File: src/rtl/prog_reload_counter_pkg.sv
// Shared types and constants for the programmable reload counter.
// Holds the state encoding and the count-direction encoding.
package prog_reload_counter_pkg;

   typedef enum logic [1:0] {
      ST_IDLE = 2'd0,
      ST_RUN  = 2'd1,
      ST_DONE = 2'd2
   } state_t;

   localparam logic DIR_DOWN = 1'b0;
   localparam logic DIR_UP   = 1'b1;

endpackage

File: src/rtl/prog_reload_counter_tick_prescaler.sv
// Clock prescaler: raises tick once every presc+1 enabled cycles.
// A '>=' compare lets a lowered presc take effect at once instead of hanging.
module tick_prescaler #(
   parameter int PRESC_W = 4
) (
   input  logic               clk,
   input  logic               rst,
   input  logic               clr,
   input  logic               en,
   input  logic [PRESC_W-1:0] presc,
   output logic               tick
);

   logic [PRESC_W-1:0] pcnt;

   assign tick = en && (pcnt >= presc);

   // NOTE: sequential state uses non-blocking assignments so every register sees pre-edge values.
   always_ff @(posedge clk or posedge rst) begin
      if (rst) begin
         pcnt <= '0;
      end else if (clr) begin
         pcnt <= '0;
      end else if (en) begin
         if (tick) pcnt <= '0;
         else      pcnt <= pcnt + PRESC_W'(1);
      end
   end

endmodule

File: src/rtl/prog_reload_counter.sv
// Programmable timer/counter: up/down, prescaled, auto-reload or one-shot,
// with a one-cycle terminal-count pulse and a sticky terminal flag.
module prog_reload_counter
   import prog_reload_counter_pkg::*;
#(
   parameter int WIDTH   = 8,
   parameter int PRESC_W = 4
) (
   input  logic               clk,
   input  logic               rst,
   input  logic               ld,
   input  logic [WIDTH-1:0]   ld_value,
   input  logic               start,
   input  logic               stop,
   input  logic               up,
   input  logic               one_shot,
   input  logic [PRESC_W-1:0] presc,
   input  logic               tc_clr,
   output logic [WIDTH-1:0]   dout,
   output logic               tc_pulse,
   output logic               tc_flag,
   output logic               busy
);

   state_t           state, state_n;
   logic [WIDTH-1:0] reload, reload_n, dout_n, terminal;
   logic             tc_n, tc_flag_n;
   logic             running, tick, presc_clr;

   assign running   = (state == ST_RUN);
   assign terminal  = {WIDTH{up == DIR_UP}};
   // Any command that (re)enters or leaves RUN restarts the prescale phase.
   assign presc_clr = ld || (stop && running) || (start && !running);

   tick_prescaler #(.PRESC_W(PRESC_W)) u_presc (
      .clk   (clk),
      .rst   (rst),
      .clr   (presc_clr),
      .en    (running),
      .presc (presc),
      .tick  (tick)
   );

   // NOTE: every combinational output gets a default first so no latch is inferred.
   always_comb begin
      state_n  = state;
      dout_n   = dout;
      reload_n = reload;
      tc_n     = 1'b0;
      if (ld) begin
         dout_n   = ld_value;
         reload_n = ld_value;
         state_n  = ST_IDLE;
      end else if (stop) begin
         if (running) state_n = ST_IDLE;
      end else if (start && !running) begin
         state_n = ST_RUN;
         if (state == ST_DONE) dout_n = reload;
      end else if (running && tick) begin
         if (dout == terminal) begin
            tc_n = 1'b1;
            if (one_shot) state_n = ST_DONE;
            else          dout_n  = reload;
         end else if (up == DIR_UP) begin
            dout_n = dout + WIDTH'(1);
         end else begin
            dout_n = dout - WIDTH'(1);
         end
      end
      // A terminal event in the same cycle as tc_clr keeps the flag set.
      tc_flag_n = tc_n || (tc_flag && !tc_clr);
   end

   always_ff @(posedge clk or posedge rst) begin
      if (rst) begin
         state    <= ST_IDLE;
         dout     <= '0;
         reload   <= '0;
         tc_pulse <= 1'b0;
         tc_flag  <= 1'b0;
         busy     <= 1'b0;
      end else begin
         state    <= state_n;
         dout     <= dout_n;
         reload   <= reload_n;
         tc_pulse <= tc_n;
         tc_flag  <= tc_flag_n;
         busy     <= (state_n == ST_RUN);
      end
   end

endmodule

File: config.mk
export PLATFORM = sky130hd
export DESIGN_NAME = prog_reload_counter
export DESIGN_NICKNAME = d
export VERILOG_FILES = /design/src/rtl/prog_reload_counter_pkg.sv /design/src/rtl/prog_reload_counter_tick_prescaler.sv /design/src/rtl/prog_reload_counter.sv
export SDC_FILE = /design/constraint.sdc
export NUM_CORES = 1
export LEC_CHECK = 0
export ABC_AREA = 1
export ABC_CLOCK_PERIOD_IN_PS = 1550
export BUFFER_PORTS_ARGS = -buffer_cell sky130_fd_sc_hd__buf_2
export CAP_MARGIN = 5
export CORE_MARGIN = 1
export CORE_UTILIZATION = 47
export CTS_BUF_LIST = sky130_fd_sc_hd__clkbuf_16
export DETAILED_ROUTE_END_ITERATION = 16
export HOLD_SLACK_MARGIN = 0.03
export PLACE_DENSITY_LB_ADDON = 0.05
export SYNTH_ARGS = -nofsm -noshare
export SYNTH_HDL_FRONTEND = slang
export SYNTH_SLANG_ARGS = --single-unit
File: constraint.sdc
create_clock -name clk -period 1.55 [get_ports clk]
set_input_delay 0.155 -clock clk [delete_from_list [all_inputs] [get_ports clk]]
set_output_delay 0.155 -clock clk [all_outputs]
set_load 0.02 [all_outputs]
# Yosys cells after proc, flatten, opt, wreduce, memory -nomap -nowiden
# Index checks and enable logic that the tools add are counted.
# W data, S select, Z words.
# totals
output_inout_bits,11
ff_bits,25
wordCells,54
in_bits,20
# classes
order_cmp,1
n_addsub,3
eq_ne,7
n_reduce_logical,13
mux,23
# op_table
operator,n
$mux W8,8
$mux W2,7
$mux W4,3
$add A8 B1 Y8 const B,1
$eq A8 B8 Y1,1
$sub A8 B1 Y8 const B,1
$logic_and A1 B1 Y1,5
$mux W1,5
$add A4 B1 Y4 const B,1
$eq A2 B1 Y1 const B,2
$ge A4 B4 Y1,1
$ne A4 B4 Y1 const B,1
$reduce_and A4 Y1,1
$logic_or A1 B1 Y1,3
$ne A3 B2 Y1 const B,1
$reduce_bool A3 Y1,1
$eq A2 B2 Y1 const B,1
$logic_not A1 Y1,2
$ne A2 B2 Y1 const B,1
$reduce_bool A2 Y1,1

# Depth between registers and ports, before layout
# Gate-level depths: netlist (run 1).
# depth
ltp_word,8
mapped_depth,13
mapped_depth_nobuf,13

# Cells and area by module
# From an unflattened synthesis (run 1), not the netlist that was laid out.
# unflattened
hier_cells,257
hier_area_um2,1776.7
# modules_own_cells
module,n_inst,cells_per_inst,area_per_inst_um2
prog_reload_counter,1,212,1453.9
tick_prescaler,1,45,322.8

# Worst setup path before layout (run 1)
# Ideal clock, no wire load.
# synth_path
path_type,reg2reg
startpoint,reg dout[4]
endpoint,reg dout[7]
required_ns,1.430
arrival_time_ns,1.613
path_slack_ns,-0.183
stages_incl_launch_ff,12
cell_sequence,dfrtp_1 ha_1 nand2_1 clkinv_1 nand3_2 nor2_4 nor2_2 nand3_1 nand2_1 nand2_1 nand2_1 nand2_1
# synth_via
elab_chain_len,7
word_cells_on_any_way,11
classes_between,2 x add/sub; 2 x eq/ne; 6 x mux; 1 x reduce/logical
# synth_lines
item,line,text
"start, declared",prog_reload_counter.sv:19,"output logic [WIDTH-1:0] dout,"
"start signal, assigned",prog_reload_counter.sv:84,dout <= dout_n;
$sub A8 B1 Y8 or $add A8 B1 Y8 (tied branches),"prog_reload_counter.sv:67, prog_reload_counter.sv:65",
$mux W8,prog_reload_counter.sv:64,end else if (up == DIR_UP) begin
$mux W8,prog_reload_counter.sv:60,if (dout == terminal) begin
$mux W8,prog_reload_counter.sv:59,end else if (running && tick) begin
$mux W8,prog_reload_counter.sv:56,end else if (start && !running) begin
$mux W8,prog_reload_counter.sv:54,end else if (stop) begin
$mux W8,prog_reload_counter.sv:50,if (ld) begin
# Several ways; a longest one is shown, not always the timed one. The select of a mux whose other input is x is not followed.
# A chain may end at the register's enable or synchronous reset.

# Worst setup path in the final report (run 1)
# layout_path
startpoint,reg dout[1]
endpoint,reg dout[1]
# The elaborated chain is that of the path after synthesis.

==> key figures, run 1 <==
Timing
  • Clk_skew: 0.00661 ns
  • RSZ-0062 raised after global routing: yes
  • Fin crit share: 111%
  • Slew at the pin with the worst max-slew slack: 0.327 ns
  • Clock period minus worst slack: 1.72 ns
  • Slew Viols, Final: 0
  • Hold Fails Final Rpt: 0
  • WHS: 0.0803 ns
  • Worst slew margin: 78.2%
  • Final setup TNS: -1.68 ns
  • PnR worst setup slack: -0.169 ns
  • # setup viols final: 13
  • FMAX: 582 MHz

Power and ir drop
  • Power per cell area: 1020 nW/µm²
  • VDD IR max: 0.000673 V
  • LEAKAGE: 1.51 nW

Global route
  • GRT Util Overall: 25.7%
  • Vias in the first global route: 1768
  • First-pass GRT wire length: 8.04 mm
  • Initial antenna violation count: 0
  • Maximum number of pins on one net before global-route repair: 26
  • Total grt overflow: 0

Clock network
  • H-Tree Depth: 1
  • Worst skew pair latency: 0.26 ns
  • Num CTS Buffers: 3
  • Sink Count: 25
  • CTS tree: done
  • Reg clk slew, reported paths: 0.06 ns
  • CTS max path bufs: 2
  • Clock root buffer: clkbuf_16

Floorplan
  • Die area: 3940 µm²
  • # rows: 21
  • Starting Density: 50.4%
  • Die X: 62.8 µm
  • IO Pins: 31
  • Core area: 3440 µm²
  • Die height: 62.8 µm

Place
  • Routability cong.: 0.813
  • Placement Setup Slack: -0.315 ns
  • Placed insts: 371
  • Placed cell areas: 2330 µm²
  • PortBufs: 30
  • DPL Wire Length: 3.37 mm

Yosys
  • Yosys top cell by area: dfrtp_1
  • Synth Net Count: 288
  • Syn Inst Count: 256
  • Top cell type's share of synthesized area: 36.0%
  • Seq/Total Area, Yosys: 36.0%
  • Top area cells in the synthesized netlist: dfrtp_1, nand2_1, ha_1, inv_1, nand3_1
  • Avg Inst Size Synth: 6.78 µm²
  • Synth unique cells: 27
  • Synth Register Bits: 25
  • Synthesis Warnings: 0
  • Mapped Area: 1740 µm²

Cells and area
  • Final Non-Filler Cells: 387
  • Design area: 2780 µm²
  • Ratio of cells with drive above 1 in the final layout: 42.8%
  • Fill cells: 235
  • Layout Area Growth over Synthesis: 60.3%
  • Final nets: 374
  • Inserted Diodes: 0

Worst hold path
  • HP Class: input pin to flop

Detailed routing
  • DRT Pass-1 Iters: 4
  • Vias per cell: 4.91
  • Vias post-DR: 1901
  • Wire length per cell: 12.6 µm
  • Drt drc: 0
  • Total length of routed wires: 4.87 mm
  • Routed Antenna Nets: 0
  • Initial DRC Count: 84

Worst setup path
  • Crit path capture type: flop
  • Crit path kind: flop to flop
  • WP data required: 1.69 ns
  • Crit path max fanout: 9
  • CP Data Arrival Time: 1.86 ns
  • Startpoint types: flop

Run
  • Max cap viols: 0

Status
  • Violated checks: negative setup slack
  • Status: finished, violations left
==> Yosys cell counts <==
cell type  number
xnor2_1         3
nand3_1        17
nor2_1         13
clkbuf_1        2
inv_1          29
xor2_1          1
a21oi_1         4
fa_1            1
nor3_1          1
dfrtp_1        25
nand2_2         3
inv_2           2
nor2_4          2
o21ai_0        14
nand2_1       115
o211ai_1        1
nor4_1          1
mux2i_1         1
o22ai_1         1
nand4_1         3
nand3_2         1
or3_1           1
nor2_2          1
o21bai_1        1
ha_1           11
clkinv_1        1
a21oi_2         1
==> stage by stage <==
stage / utilization (%) / power (mW)
2_1_floorplan: - / 1.47
3_5_place_dp: 67.7 / 1.98
5_1_grt: 80.8 / 3.03
4_1_cts: 74.1 / 2.64
3_3_place_gp: 67.7 / 1.96
6_report: 80.8 / 2.84
==> routing by layer <==
metal  up-vias  GRT usage [%]  wire length (µm)
li1        982              -                 -
met1       872           37.5              2350
met2        43           41.4              2330
met3         4           1.64               148
met4         0           6.10                40
met5         -              0                 0
==> power by group <==
| part | switching (mW) | leakage (nW) | total, mW | internal [mW] |
|---|---|---|---|---|
| Clock | 0.221 | 0.0423 | 0.565 | 0.345 |
| Sequential | 0.0667 | 0.313 | 0.801 | 0.735 |
| Combinational | 0.764 | 1.16 | 1.47 | 0.708 |
==> cell usage in the layout (no fill, tap or decap), types with 3 or more instances in the layout <==
cell type    n
nor2_4       5
o21ai_0     10
buf_2       30
dfrtp_1     19
inv_1       29
inv_2        3
ha_1         3
buf_6        7
nand3_2      6
buf_4       43
a21oi_2      3
clkbuf_16    3
nand3_4      4
nand2_1    101
dfrtp_2      6
nand3_1      8
ha_4         8
nor2_1       9
nand4_1      3
nand2_4      6
nand2_2     11
==> repair_timing <==
| action | CTS | global route |
|---|---|---|
| endpoints found under the setup margin | 15 | 16 |
| pin swaps | 18 | 24 |
| gates resized for setup | 24 | 39 |
| buffers inserted | 5 | 6 |
| cloned | 0 | 0 |
| hold buffers | 1 | 0 |
| hold endpoints to repair | 25 | 0 |
==> worst paths after layout <==
| path | depth (start not counted) | slack (ns) | from | to |
|---|---|---|---|---|
| worst max-delay path | 10 | -0.17 | dout[1] | dout[1] |
| worst min-delay path | 2 | 0.08 | tc_clr | tc_flag |
| worst max register to register | 10 | -0.17 | dout[1] | dout[1] |
| worst min register to register | 2 | 0.47 | reload[3] | reload[3] |
| max in group asynchronous | 4 | 0.79 | rst | dout[3] |
| min in group asynchronous | 4 | 0.49 | rst | state[0] |
==> area by class of cell <==
class                   instances  area [µm²]  share of cell area (%)
multi-input cells             197        1290                    46.4
flip-flops and latches         25         633                    22.8
repair buffers                 83         602                    21.6
inverters                      32         120                    4.32
clock buffers                   3        75.1                    2.70
well taps                      46        57.6                    2.07
clock inverters                 1        3.75                   0.135
==> kinds of logic (layout without fill, tap and decap cells) <==
group                      count (synthesis)  after routing  synth area share (%)
AOI/OAI and AO/OA                         22             22                  6.92
adders and majority gates                 12             12                  9.08
and+or+nand+nor                          158            158                  38.0
xor gates and xnor gates                   4              4                  2.02
DFF                                       25             25                  36.0
muxes                                      1              1                 0.577
buffers and inverters                     34            119                  7.35
==> registers in the layout (all words and copies together), names as in the netlist <==
register,flops
busy,1
dout,8
reload,8
state,2
tc_flag,1
tc_pulse,1
u_presc.pcnt,4
==> critical path, cell delays in order (launching register included) <==
cell and delay [ns]:
dfrtp_2 0.42, ha_4 0.29, nand2_4 0.06, nor2_4 0.11, nand2_2 0.07, nor2_4 0.14, nand4_1 0.15, nand2_4 0.16
nor2_4 0.08, nand2_1 0.07, nand2_1 0.05
Note: power is estimated with default switching activity, not from simulation.
==> run 2, diff against run 1 <==
Settings changed: CELL_PAD_IN_SITES_DETAIL_PLACEMENT set to 0, CELL_PAD_IN_SITES_GLOBAL_PLACEMENT set to 1, CORE_ASPECT_RATIO set to 0.9, CORE_UTILIZATION 47 to 35.
==> key figures, run 2 (synthesis results as in run 1) <==
Floorplan
  • Core area: 4600 µm²
  • IO Pins: 31
  • Die X: 76.2 µm
  • Die height: 68.8 µm
  • # rows: 23
  • Die area: 5240 µm²
  • Starting Density: 37.7%

Global route
  • GRT Util Overall: 20.2%
  • Initial antenna violation count: 0
  • Maximum number of pins on one net before global-route repair: 26
  • First-pass GRT wire length: 8.07 mm
  • Vias in the first global route: 1732
  • Total grt overflow: 0

Cells and area
  • Final Non-Filler Cells: 403
  • Layout Area Growth over Synthesis: 58.9%
  • Ratio of cells with drive above 1 in the final layout: 42.8%
  • Most common library cell in the layout ignoring fill and taps: nand2_1
  • Fill cells: 479
  • Final nets: 374
  • Largest registers: dout x8, reload x8, u_presc.pcnt x4
  • Commonest cells after routing, fill and taps aside: nand2_1, buf_4, buf_2
  • Inserted Diodes: 0

Timing
  • Clock period minus worst slack: 1.78 ns
  • # setup viols final: 13
  • Clk_skew: 0.00244 ns
  • Slew Viols, Final: 0
  • Fin crit share: 115%
  • Hold Fails Final Rpt: 0
  • Slew at the pin with the worst max-slew slack: 0.467 ns
  • FMAX: 563 MHz
  • PnR worst setup slack: -0.226 ns
  • RSZ-0062 raised after global routing: yes
  • Worst slew margin: 68.8%
  • Final setup TNS: -2.03 ns

Worst setup path
  • CP Data Arrival Time: 1.91 ns
  • Startpoint types: flop
  • Crit path max fanout: 8
  • Crit path kind: flop to flop
  • WP data required: 1.69 ns
  • Crit path capture type: flop

Place
  • Placed insts: 379
  • DPL Wire Length: 3.50 mm
  • PortBufs: 30
  • Placement Setup Slack: -0.318 ns
  • Routability cong.: 0.793

Detailed routing
  • Wire length per cell: 12.5 µm
  • Initial DRC Count: 54
  • Routed Antenna Nets: 0
  • Vias post-DR: 1853
  • DRT Pass-1 Iters: 4
  • Vias per cell: 4.60
  • Drt drc: 0
  • Total length of routed wires: 5.04 mm

Clock network
  • Reg clk slew, reported paths: 0.06 ns
  • CTS tree: done
  • CTS max path bufs: 2
  • Sink Count: 25
  • Clock root buffer: clkbuf_16
  • Worst skew pair latency: 0.26 ns
  • Num CTS Buffers: 3
  • H-Tree Depth: 1

Run
  • Max cap viols: 0

Worst hold path
  • HP Class: input pin to flop

Power and ir drop
  • LEAKAGE: 1.50 nW
  • Power per cell area: 1000 nW/µm²
  • VDD IR max: 0.000559 V

Status
  • Status: finished, violations left
  • Violated checks: negative setup slack
run 2: cell types whose count changed in the layout (fill, tap and decap cells not counted), sizes merged:
cell,delta
nand2,+2
buf,-2
run 2: critical path: stages (launching register included):
cell     delay [ns]
dfrtp_2        0.43
ha_4           0.28
nand2_2        0.05
nor2_1         0.08
nand2_1        0.09
nor2_4         0.15
nor2_4         0.05
buf_12         0.14
buf_4          0.13
nand3_2        0.05
nand3_2        0.07
nand2_2        0.08
nand2_2        0.05
run 2: metal layers:
metal / vias up / part of all wire [%] / GRT usage, %
met1: 831 / 52 / 27.9
met4: 0 / 1.5 / 7.93
met3: 6 / 2.9 / 2.50
met5: - / 0 / 0
li1: 986 / - / -
met2: 30 / 43 / 32.4
run 2: final timing paths:
path / startpoint / slack (ns) / cells past startpoint / end
hold reg to reg: reload[3] / 0.47 / 2 / reload[3]
hold / removal: tc_clr / 0.09 / 2 / tc_flag
setup / recovery: dout[1] / -0.23 / 12 / dout[2]
max in group asynchronous: rst / 0.80 / 4 / dout[6]
setup reg to reg: dout[1] / -0.23 / 12 / dout[2]
min in group asynchronous: rst / 0.49 / 4 / u_presc.pcnt[1]
run 2: cell type report:
class                   instances  area (µm²)  area share (%)
clock buffers                   3        75.1            2.72
repair buffers                 81         576            20.9
clock inverters                 1        3.75           0.136
flip-flops and latches         25         633            23.0
inverters                      32         121            4.40
well taps                      62        77.6            2.81
multi-input cells             199        1270            46.1
run 2: stage by stage:
| stage | hold slack, ns | instance area, µm² | total power [mW] | utilization (%) |
|---|---|---|---|---|
| 3_3_place_gp | 0.218 | 2290 | 1.94 | 49.8 |
| 4_1_cts | 0.0858 | 2510 | 2.62 | 54.6 |
| 6_report | 0.0853 | 2760 | 2.76 | 59.9 |
| 2_1_floorplan | 0.182 | 1810 | 1.47 | - |
| 5_1_grt | 0.0831 | 2760 | 2.97 | 59.9 |
| 3_5_place_dp | 0.219 | 2290 | 1.94 | 49.8 |
run 2: repair_timing:
item | CTS | global route
endpoints found under the setup margin | 17 | 17
gates resized for setup | 16 | 39
hold endpoints to repair | 25 | 0
gates cloned | 1 | 1
pin swaps | 15 | 18
hold buffers | 1 | 0
buffers inserted | 12 | 7
run 2: where the power goes:
group,internal (mW),switching (mW),leakage [nW],total [mW]
clock,0.345,0.216,0.0423,0.561
sequential,0.735,0.0694,0.313,0.804
combinational,0.670,0.729,1.14,1.40
total,1.75,1.01,1.50,2.76
==> run 3, diff against run 2 <==
Settings changed: ABC_AREA 1 to 0, ABC_CLOCK_PERIOD_IN_PS 1550 to 1950, CORE_UTILIZATION 35 to 42, CTS_CLUSTER_SIZE set to 24.
Clock period 1.55 ns to 1.95 ns, I/O delays scaled along.
==> key figures, run 3 <==
Global route
  • Initial antenna violation count: 0
  • Vias in the first global route: 1441
  • First-pass GRT wire length: 6.64 mm
  • GRT Util Overall: 20.0%
  • Maximum number of pins on one net before global-route repair: 26
  • Total grt overflow: 0

Yosys
  • Synth Net Count: 204
  • Most used DFF post-synth: dfrtp_1
  • Synth Register Bits: 25
  • Yosys top cell by area: dfrtp_1
  • Seq/Total Area, Yosys: 37.0%
  • Synth unique cells: 48
  • Syn Inst Count: 172
  • Top area cells in the synthesized netlist: dfrtp_1, ha_1, mux2_2, o21ai_0, inv_1
  • Top cell type's share of synthesized area: 37.0%
  • Dominant cell by count in the synthesized netlist: dfrtp_1
  • Post-synthesis async set-or-reset flop share: 100%
  • Most instantiated cells after synthesis: dfrtp_1, inv_1, o21ai_0
  • Mapped Area: 1690 µm²
  • EDFF count, synth: 0
  • Avg Inst Size Synth: 9.83 µm²
  • Synthesis Warnings: 0

Worst setup path
  • Worst setup endpoint: dout[2]
  • Cell count of the worst reg-to-reg path: 8
  • R2R Setup Slk: -0.18 ns
  • Startpoint types: flop
  • Crit path largest cell delay: 0.37 ns
  • Crit path capture type: flop
  • CP max-delay cell: a2111oi_4
  • CP Data Arrival Time: 2.27 ns
  • WP data required: 2.09 ns
  • CP startpoint: u_presc.pcnt[0]
  • Crit path max fanout: 6
  • Cell Chain, Critical Path: inv_1 -> ha_1 -> nand2b_4 -> a2111oi_4 -> nor3_2 -> a311oi_4 -> buf_6 -> mux2_4
  • Reg2Reg Launch Point: u_presc.pcnt[0]
  • Crit path kind: flop to flop
  • End of the worst register-to-register path: dout[2]

Timing
  • Fin crit share: 109%
  • Slew Viols, Final: 0
  • Worst slew margin: 69.9%
  • Slew at the pin with the worst max-slew slack: 0.448 ns
  • Clock period minus worst slack: 2.13 ns
  • # setup viols final: 8
  • RSZ-0062 raised after global routing: yes
  • Hold Fails Final Rpt: 0
  • Clk_skew: 0.00320 ns
  • FMAX: 470 MHz
  • PnR worst setup slack: -0.179 ns

Status
  • Status: finished, violations left
  • Violated checks: negative setup slack

Worst hold path
  • HP Class: input pin to flop

Cells and area
  • Commonest cells after routing, fill and taps aside: buf_4, buf_2, dfrtp_1
  • Ratio of cells with drive above 1 in the final layout: 47.9%
  • Most common library cell in the layout ignoring fill and taps: buf_4
  • Layout Area Growth over Synthesis: 41.5%
  • Design area: 2390 µm²
  • Final nets: 273
  • Post-layout util: 63.2%
  • Largest registers: dout x8, reload x8, u_presc.pcnt x4
  • Inserted Diodes: 0

Floorplan
  • Die height: 62.2 µm
  • Core area: 3780 µm²
  • Starting Density: 44.7%
  • Die area: 4280 µm²
  • IO Pins: 31
  • Die X: 68.9 µm
  • # rows: 21

Place
  • DPL Wire Length: 2.97 mm
  • Placement Setup Slack: -0.430 ns
  • Placed cell areas: 2210 µm²
  • Routability cong.: 0.825
  • PortBufs: 30

Clock network
  • Sink Count: 25
  • Clock root buffer: clkbuf_16
  • CTS max path bufs: 2
  • CTS tree: done
  • H-Tree Depth: 1
  • Reg clk slew, reported paths: 0.07 ns
  • Worst skew pair latency: 0.26 ns
  • Num CTS Buffers: 3

Detailed routing
  • DRT Pass-1 Iters: 4
  • Initial DRC Count: 89
  • Vias post-DR: 1506
  • Routed Antenna Nets: 0
  • Total length of routed wires: 3.96 mm
  • Drt drc: 0
  • Vias per cell: 5.27
  • Wire length per cell: 13.8 µm

Run
  • Max cap viols: 0

Power and ir drop
  • Sequential power share: 34.5%
  • Power per cell area: 748 nW/µm²
  • LEAKAGE: 1.13 nW
  • Combinational group share of total power: 40.0%
  • Power share of the clock group: 25.5%
  • Sw power: 557 µW
  • Tot Pwr: 1.79 mW
  • Switching Fraction: 31.1%
  • VDD IR max: 0.000533 V
  • P_int: 1.23 mW
## run 3: cell types whose count changed in the layout (fill, tap and decap cells not counted), moves of 6 or more
cell     change
nand3_2     -11
nand2_2     -16
mux2_2       +6
inv_1       -14
buf_4       -13
nand2_1     -88
## run 3: worst min path at each step
stage	from	endpoint	slack, ns	cells after the start
after global routing	ld_value[1]	reload[1]	0.17	3
after floorplan	rst	busy	0.22	1
after detailed placement	rst	tc_pulse	0.27	3
after CTS	ld_value[3]	reload[3]	0.16	3
after global placement	rst	tc_flag	0.26	3
final	ld_value[3]	reload[3]	0.16	3
## run 3: cell families after synthesis
group	Yosys count	synth area share, %
xor+xnor	4	2.07
simple gates	51	17.2
flops	25	37.0
compound gates	47	20.4
mux	12	7.70
buf+inv	21	6.37
fa+ha+maj	12	9.33
## run 3: power by group through the flow
stage | Combinational, mW | Sequential (mW) | Clock (mW)
after CTS | 0.692 | 0.614 | 0.475
after detailed placement | 0.667 | 0.622 | 0
after global routing | 0.798 | 0.623 | 0.496
after floorplan | 0.361 | 0.668 | 0
after global placement | 0.651 | 0.622 | 0
final | 0.717 | 0.617 | 0.456
## run 3: what timing repair did
item / in CTS / in global routing
pin swaps: 5 / 2
endpoints found under the hold margin: 25 / 0
gates resized for setup: 8 / 12
setup buffers: 2 / 1
endpoints found under the setup margin: 9 / 10
hold buffers: 1 / 0
## run 3: area by class of cell
type | count | area, µm²
clock inverter | 1 | 3.75
clock buffer | 3 | 75.1
sequential | 25 | 632
timing repair buffer | 69 | 480
inverter | 16 | 66.3
multi-input combinational | 126 | 1080
tap | 46 | 57.6
fill | 321 | 1390
## run 3: stage by stage
| stage | hold WS (ns) | instances | TNS, ns |
|---|---|---|---|
| 2_1_floorplan | 0.222 | 172 | -0.735 |
| 3_3_place_gp | 0.264 | 278 | -2.56 |
| 3_5_place_dp | 0.271 | 278 | -3.27 |
| 4_1_cts | 0.163 | 285 | -1.39 |
| 5_1_grt | 0.170 | 286 | -1.94 |
| 6_report | 0.161 | 286 | -1.07 |
## run 3: critical path, delay by kind of cell (launching register included)
family | cells | cell delay [ns]
muxes | 1 | 0.30
buffers and inverters | 2 | 0.21
and+or+nand+nor | 2 | 0.25
DFF | 1 | 0.35
AOI/OAI and AO/OA | 2 | 0.63
adders and majority gates | 1 | 0.26
## run 3: metal layers
metal  vias up  wire length [µm]  track usage (%)
li1        755                 -                -
met1       725              1940             28.6
met3         2               111             4.60
met2        24              1890             32.0
met5         -                 0                0
met4         0                 7             1.02
